<file path="config.mk">
export PLATFORM = sky130hd
export DESIGN_NAME = prince_sbox_layer_ts
export DESIGN_NICKNAME = d
export VERILOG_FILES = /design/src/rtl/prince_sbox_pkg.sv /design/src/rtl/prince_sbox_ts_ch.sv /design/src/rtl/prince_sbox_layer_ts.sv
export SDC_FILE = /design/constraint.sdc
export NUM_CORES = 2
export LEC_CHECK = 0
export CORE_MARGIN = 3
export CORE_UTILIZATION = 66
export CTS_CLUSTER_DIAMETER = 200
export DETAILED_ROUTE_END_ITERATION = 10
export PLACE_DENSITY = 0.85
export SYNTH_ARGS = -nofsm -noshare
export SYNTH_HDL_FRONTEND = slang
export SYNTH_SLANG_ARGS = --single-unit
</file>
<file path="constraint.sdc">
create_clock -name clk -period 6.4 [get_ports clk]
set_input_delay 1.28 -clock clk [delete_from_list [all_inputs] [get_ports clk]]
set_output_delay 1.28 -clock clk [all_outputs]
set_load 0.03 [all_outputs]
</file>
<file path="src/rtl/prince_sbox_pkg.sv">
// Shared constants and helpers for the two-share PRINCE S-box layer:
// S-box table, nibble/randomness widths and the monomial ordering of the expansion.
package prince_sbox_pkg;

    localparam int NIB_W     = 4;
    localparam int RW_PER_CH = 18;
    localparam int NMONO     = 14;

    // Entry i sits at bits [4i+3:4i]: S = {B,F,3,2,A,C,9,1,6,7,8,0,E,5,D,4}.
    localparam logic [63:0] SBOX_TABLE = 64'h4D5E_0876_19CA_23FB;

    // Monomial k selects the variables in nibble k (x = bit 3 ... w = bit 0):
    // x,y,z,w,xy,xz,xw,yz,yw,zw,xyz,xyw,xzw,yzw from k = 0 upwards.
    localparam logic [NMONO*NIB_W-1:0] MONO_MASKS = 56'h7BDE_3569_AC12_48;

    function automatic logic [NIB_W-1:0] sbox(input logic [NIB_W-1:0] x);
        return SBOX_TABLE[{x, 2'b00} +: NIB_W];
    endfunction

    function automatic logic [NIB_W-1:0] mono_mask(input int k);
        return MONO_MASKS[k*NIB_W +: NIB_W];
    endfunction

    function automatic logic mono_eval(input logic [NIB_W-1:0] v, input logic [NIB_W-1:0] m);
        return &(v | ~m);
    endfunction

    // Coefficient of monomial m in a -> S(a ^ b), as a function of b (Moebius transform).
    function automatic logic [NIB_W-1:0] anf_coef(input logic [NIB_W-1:0] b,
                                                  input logic [NIB_W-1:0] m);
        logic [NIB_W-1:0] acc;
        logic [NIB_W-1:0] tn;
        acc = '0;
        for (int t = 0; t < 16; t++) begin
            tn = t[NIB_W-1:0];
            if ((tn & ~m) == 4'd0) acc = acc ^ sbox(tn ^ b);
        end
        return acc;
    endfunction

endpackage

</file>
<file path="src/rtl/prince_sbox_ts_ch.sv">
// One S-box channel: stage-1 monomial expansion of share 1 plus share-2 refresh,
// and stage-2 recombination of those (registered elsewhere) back into two shares.
module prince_sbox_ts_ch
    import prince_sbox_pkg::*;
(
    input  logic [NIB_W-1:0]     i_share1,
    input  logic [NIB_W-1:0]     i_share2,
    input  logic [RW_PER_CH-1:0] i_rand,
    output logic [NMONO-1:0]     o_s1_p1,
    output logic [NMONO-1:0]     o_s1_p2,
    output logic [NIB_W-1:0]     o_s1_b,
    input  logic [NMONO-1:0]     i_s1_p1,
    input  logic [NMONO-1:0]     i_s1_p2,
    input  logic [NIB_W-1:0]     i_s1_b,
    output logic [NIB_W-1:0]     o_share1,
    output logic [NIB_W-1:0]     o_share2
);

    logic [NIB_W-1:0] w_r_hi;
    logic [NIB_W-1:0] w_a;
    logic [NIB_W-1:0] w_coef;

    // Both shares get the same refresh nibble so their XOR is unchanged.
    always_comb begin
        w_r_hi = i_rand[RW_PER_CH-1 -: NIB_W];
        w_a    = i_share1 ^ w_r_hi;
        o_s1_b = i_share2 ^ w_r_hi;
        o_s1_p1 = '0;
        o_s1_p2 = '0;
        for (int k = 0; k < NMONO; k++) begin
            o_s1_p1[k] = mono_eval(w_a, mono_mask(k)) ^ i_rand[k];
            o_s1_p2[k] = i_rand[k];
        end
    end

    // S(a^b) = c0(b) ^ sum_M a^M * cM(b); the degree-4 term is zero for a bijection.
    always_comb begin
        o_share1 = anf_coef(i_s1_b, 4'd0);
        o_share2 = '0;
        w_coef   = '0;
        for (int k = 0; k < NMONO; k++) begin
            w_coef   = anf_coef(i_s1_b, mono_mask(k));
            o_share1 = o_share1 ^ ({NIB_W{i_s1_p1[k]}} & w_coef);
            o_share2 = o_share2 ^ ({NIB_W{i_s1_p2[k]}} & w_coef);
        end
    end

endmodule

</file>
<file path="src/rtl/prince_sbox_layer_ts.sv">
// Two-stage masked PRINCE S-box layer with valid/ready on both sides.
// Define PRINCE_SBOX_IDLE_CLR_EN to zero the share flops of any stage that goes idle.
module prince_sbox_layer_ts
    import prince_sbox_pkg::*;
#(
    parameter int NCH = 16,
    parameter int RW  = 18
) (
    input  logic              clk,
    input  logic              rst_n,
    input  logic              in_valid,
    output logic              in_ready,
    input  logic [4*NCH-1:0]  in_share1,
    input  logic [4*NCH-1:0]  in_share2,
    input  logic [RW*NCH-1:0] rand_in,
    output logic              out_valid,
    input  logic              out_ready,
    output logic [4*NCH-1:0]  out_share1,
    output logic [4*NCH-1:0]  out_share2,
    output logic              busy
);

    generate
        if (RW != RW_PER_CH) begin : g_bad_rw
            $error("prince_sbox_layer_ts: RW must be 18");
        end
    endgenerate

    // Handshake: a transfer happens on a rising edge where valid and ready are both 1.
    logic r_v1;
    logic r_v2;
    logic w_acc;
    logic w_adv2;
    logic w_v1_nxt;
    logic w_v2_nxt;

    logic [NMONO-1:0] r_s1_p1 [NCH];
    logic [NMONO-1:0] r_s1_p2 [NCH];
    logic [NIB_W-1:0] r_s1_b  [NCH];
    logic [4*NCH-1:0] r_out1;
    logic [4*NCH-1:0] r_out2;

    logic [NMONO-1:0] w_s1_p1 [NCH];
    logic [NMONO-1:0] w_s1_p2 [NCH];
    logic [NIB_W-1:0] w_s1_b  [NCH];
    logic [4*NCH-1:0] w_out1;
    logic [4*NCH-1:0] w_out2;

    genvar g;
    generate
        for (g = 0; g < NCH; g++) begin : g_ch
            prince_sbox_ts_ch u_ch (
                .i_share1 (in_share1[NIB_W*g +: NIB_W]),
                .i_share2 (in_share2[NIB_W*g +: NIB_W]),
                .i_rand   (rand_in[RW*g +: RW]),
                .o_s1_p1  (w_s1_p1[g]),
                .o_s1_p2  (w_s1_p2[g]),
                .o_s1_b   (w_s1_b[g]),
                .i_s1_p1  (r_s1_p1[g]),
                .i_s1_p2  (r_s1_p2[g]),
                .i_s1_b   (r_s1_b[g]),
                .o_share1 (w_out1[NIB_W*g +: NIB_W]),
                .o_share2 (w_out2[NIB_W*g +: NIB_W])
            );
        end
    endgenerate

    always_comb begin
        in_ready = !r_v1 || !r_v2 || out_ready;
        w_acc    = in_valid && in_ready;
        w_adv2   = r_v1 && (!r_v2 || out_ready);
        w_v1_nxt = w_acc || (r_v1 && !w_adv2);
        w_v2_nxt = w_adv2 || (r_v2 && !out_ready);
    end

    always_ff @(posedge clk or negedge rst_n) begin
        if (!rst_n) begin
            r_v1   <= 1'b0;
            r_v2   <= 1'b0;
            r_out1 <= '0;
            r_out2 <= '0;
            for (int i = 0; i < NCH; i++) begin
                r_s1_p1[i] <= '0;
                r_s1_p2[i] <= '0;
                r_s1_b[i]  <= '0;
            end
        end else begin
            r_v1 <= w_v1_nxt;
            r_v2 <= w_v2_nxt;
            for (int i = 0; i < NCH; i++) begin
                if (w_acc) begin
                    r_s1_p1[i] <= w_s1_p1[i];
                    r_s1_p2[i] <= w_s1_p2[i];
                    r_s1_b[i]  <= w_s1_b[i];
                end
`ifdef PRINCE_SBOX_IDLE_CLR_EN
                else if (!w_v1_nxt) begin
                    r_s1_p1[i] <= '0;
                    r_s1_p2[i] <= '0;
                    r_s1_b[i]  <= '0;
                end
`endif
            end
            if (w_adv2) begin
                r_out1 <= w_out1;
                r_out2 <= w_out2;
            end
`ifdef PRINCE_SBOX_IDLE_CLR_EN
            else if (!w_v2_nxt) begin
                r_out1 <= '0;
                r_out2 <= '0;
            end
`endif
        end
    end

    assign out_valid  = r_v2;
    assign out_share1 = r_out1;
    assign out_share2 = r_out2;
    assign busy       = r_v1 || r_v2;

endmodule

</file>
==> summary.txt <==
Outcome
  • Status: finished clean

Min path
  • Class of the tightest hold or removal check: register to register

Synth
  • Number of flops mapped to enable cells by yosys: 0
  • Commonest register cell after synthesis: dfrtp_1
  • Mapped Nets: between 10000 and 15000
  • Cell variety after synth: approximately 100
  • Mapped Cells: around 11000
  • Cell area after synthesis: 81630 sq um
  • Synthesis Warnings: 0
  • Sequential element share of the synthesized area: 0.1968
  • #FFs+latches synth: 642
  • FFs w/ async S/R, synth: 1.000
  • Mapped Avg Cell Area: ~7.8 sq um

Pwr
  • Power Internal: 24.54 mW
  • P per Cell Area: between 500 and 600 nW/um^2
  • Comb pwr share: 0.746
  • Clock power share: 0.102
  • Switching portion of total power: 0.4691
  • Peak supply drop: 0.0007850 V
  • Sw Pwr: about 22 mW
  • P_leak: 35.93 nW
  • Sequential Power Share: 0.152

Detailed routing
  • Initial drt markers: about 9600
  • Vias per cell: roughly 6.2
  • Via count: about 76000
  • WL final: between 200000 and 300000 um
  • DR WL/cell: around 22 um
  • Antenna-violating nets left: 0
  • DRC viols: 0
  • DR pass1 iterations: 7

GRT
  • First-pass GRT wire length: 408300 um
  • Total GRT Usage: 0.4011
  • Gr busiest metal: met2
  • GR Util met2: 0.6317
  • Met1 Usage GRT: 0.5400
  • Met3 Use GR: 0.06937
  • Gr ovfl total: 0
  • Number of global-route vias before repair: around 71000
  • Initial antenna violation count: 16
  • Largest net degree at the start of global routing: 139

Clock network
  • Clock buffer depth: 3
  • Cts hold-fix bufs: 0
  • CTS clk-pin slew, worst paths: around 60 ps
  • Skew-Pair Late Insertion Delay: around 700 ps
  • Clock sinks: 642
  • CTS buffer count: 79
  • Post-CTS Setup Bufs: 0
  • CTS tree: yes
  • H-tree levels: 3
  • Root Driver: clkbuf_16
  • Gates resized, CTS repair: 0

Critical path
  • Crit path largest cell delay: 1000 ps
  • CP Launch Type: register
  • Critical Path Sink Type: register
  • WP buf/inv: 1
  • Critical path class: register to register
  • CP top delay family: XOR/XNOR gates
  • Crit-path slowest cell: dfrtp_1
  • Critical path required time: 7000 ps
  • Crit path DAT: approximately 5500 ps
  • Crit-path max FO: 28
  • CP Cell Sequence: inv_1 -> ha_1 -> nor2_1 -> a21oi_1 -> mux2_2 -> xor2_1 -> xnor2_1 -> nand2_1 -> xnor3_1 -> xnor2_1 -> xnor3_1 -> o21ai_1

Floorplan
  • Total Die Area: 127900 sq um
  • Die Wd: roughly 360 um
  • Die Ht: ~360 um
  • CORE AREA: 122400 sq um
  • I/O pin cnt: 551
  • Cell Rows: approximately 130
  • Initial Utilization: 0.6672

Placed design
  • Global placement routability congestion: just over 1
  • HPWL Detailed: 197600 um
  • DP Area: ~87000 sq um
  • Pre-CTS setup slack: approximately 1600 ps
  • Placed cells: around 12000
  • PortBufs: 550

Timing
  • Hold WS: roughly 480 ps
  • Max Slew Vio Count: 0
  • Min Tclk post-route: slightly below 5000 ps
  • Tcrit/Tclk final: 0.7597
  • Relative slew slack: 0.2471
  • Clock skew: between 30 and 40 ps
  • Final Hold Vio Count: 0
  • Setup Viol. Count Final: 0
  • Fmax: just over 200 MHz
  • Slew at the pin with the worst max-slew slack: between 1000 and 1500 ps
  • Final Worst Setup Slack: 1538 ps
  • RSZ-0062 raised after global routing: false
  • Setup_tns: 0 ps

Layout
  • Count of filler cells inserted in the layout: 9629
  • Fin cells: ~12000
  • Layout cell share with drive strength beyond 1: 0.05982
  • Area grow syn2layout: 9.493%
  • Post-Layout Inst Area: 89380 sq um
  • Fin nets: approximately 11000

Job
  • Max-Cap Viols: 0
[power by group through the flow]
stage	Sequential, mW	Clock [mW]	Combinational (mW)
final	7.03	4.72	34.5
after global routing	7.09	4.93	37.2
after CTS	6.92	4.77	34.2
after detailed placement	6.98	0	34.0
after global placement	6.95	0	33.2
after floorplan	6.54	0	27.1
[layout by cell type (no fill, tap or decap), drive strengths merged, types with 25 or more instances in the layout]
master,count
a211oi,48
a21boi,25
a21o,40
a21oi,398
a22oi,95
a31oi,72
a32oi,31
and2,37
buf,82
clkbuf,108
clkdlybuf4s50,549
dfrtp,642
ha,158
inv,242
mux2,63
mux2i,182
mux4,200
nand2,2364
nand2b,90
nand3,130
nand3b,31
nor2,530
nor2b,75
nor3,68
nor3b,49
o211ai,67
o21ai,976
o221ai,28
o22ai,83
or2,64
xnor2,1884
xnor3,118
xor2,732
[tightest hold or removal path, cell delays in order (launching register included)]
cell     delay (ps)
dfrtp_1         340
nand2_1          40
o21ai_0          60
[synth_stat cells, types with 10 or more instances]
master    count  share of area
or3_1        14         0.0011
mux2i_1     181          0.022
o21ai_1      68         0.0042
xnor2_1    1864           0.20
o22ai_1      82         0.0063
mux4_2      200          0.055
a31oi_1      72         0.0055
nor2_1      529          0.024
inv_1       198         0.0091
mux2_2       60         0.0083
a32oi_1      31         0.0033
nand2b_1     89         0.0068
a22o_1       10         0.0011
a21oi_1     396          0.024
ha_1        158          0.024
buf_1        96         0.0044
clkbuf_1    482          0.022
a221oi_1     17         0.0018
buf_2       184          0.011
and3_1       17         0.0013
xnor3_1     118          0.033
o21ai_0     905          0.055
a311oi_1     10         0.0011
xor2_1      728          0.078
nor3b_1      49         0.0045
or2_2        55         0.0042
o221ai_1     28         0.0030
dfrtp_1     642           0.20
a211oi_1     46         0.0042
o31ai_1      12         0.0011
buf_4        18         0.0017
and2_1       32         0.0025
nor3_1       67         0.0041
a21o_1       40         0.0037
o21a_1       14         0.0013
nand2_1    2364           0.11
nor2b_1      75         0.0057
nand3b_1     31         0.0029
xnor2_2      18         0.0036
a21boi_0     19         0.0017
nand3_1     130         0.0080
a22oi_1      95         0.0087
o21bai_1     11         0.0010
inv_2        36         0.0017
o211ai_1     66         0.0061
[per-stage QoR]
| stage | power [mW] | util |
|---|---|---|
| 6_report | 46.22 | 0.7305 |
| 5_1_grt | 49.23 | 0.7304 |
| 4_1_cts | 45.84 | 0.7303 |
| 3_5_place_dp | 40.95 | 0.7086 |
| 3_3_place_gp | 40.14 | 0.7086 |
| 2_1_floorplan | 33.68 | - |
[routing by layer]
metal / routed length [um] / vias up
met4: 13590 / 10
met3: 27440 / 788
li1: - / 34837
met5: 66 / -
met2: 118700 / 4010
met1: 104700 / 35916
[kinds of logic (layout without fill, tap and decap cells)]
kind of cell,Yosys count,count (layout),share of synthesized area
AND/OR/NAND/NOR,3487,3487,0.1773
XOR/XNOR,2740,2740,0.3174
AO/OA/AOI/OAI,2029,2029,0.1466
buffers and inverters,1030,1013,0.05138
flip-flops,642,642,0.1968
multiplexers,445,445,0.08623
adder cells (fa/ha/maj),158,158,0.02422
other,0,12,0
[cell type report]
cell class,instances,area (sq um),area share
clock buffers,108,2260,0.02528
inverters,242,915.9,0.01025
diodes,12,30.03,0.0003360
repair buffers,631,6281,0.07027
flip-flops and latches,642,16070,0.1798
clock inverters,32,397.9,0.004451
well taps,1625,2033,0.02275
multi-input cells,8859,61390,0.6868
[worst paths after layout]
path / endpoint / slack, ps / cells after the start / startpoint
worst max-delay path: out_share1[43] / 1540 / 12 / r_s1_b[21]
worst min-delay path: out_share2[33] / 480 / 2 / out_share2[33]
worst max register to register: out_share1[43] / 1540 / 12 / r_s1_b[21]
worst min register to register: out_share2[33] / 480 / 2 / out_share2[33]
max in group asynchronous: r_s1_b[58] / 4480 / 2 / rst_n
min in group asynchronous: r_s1_p1[132] / 610 / 1 / rst_n
[state kept, by name (all words and copies together), names as in the netlist]
| register | cells |
|---|---|
| out_valid | 1 |
| r_s1_b | 64 |
| r_s1_p2 | 224 |
| r_s1_p1 | 224 |
| r_v1 | 1 |
| out_share1 | 64 |
| out_share2 | 64 |
Note: power is estimated with default switching activity, not from simulation.
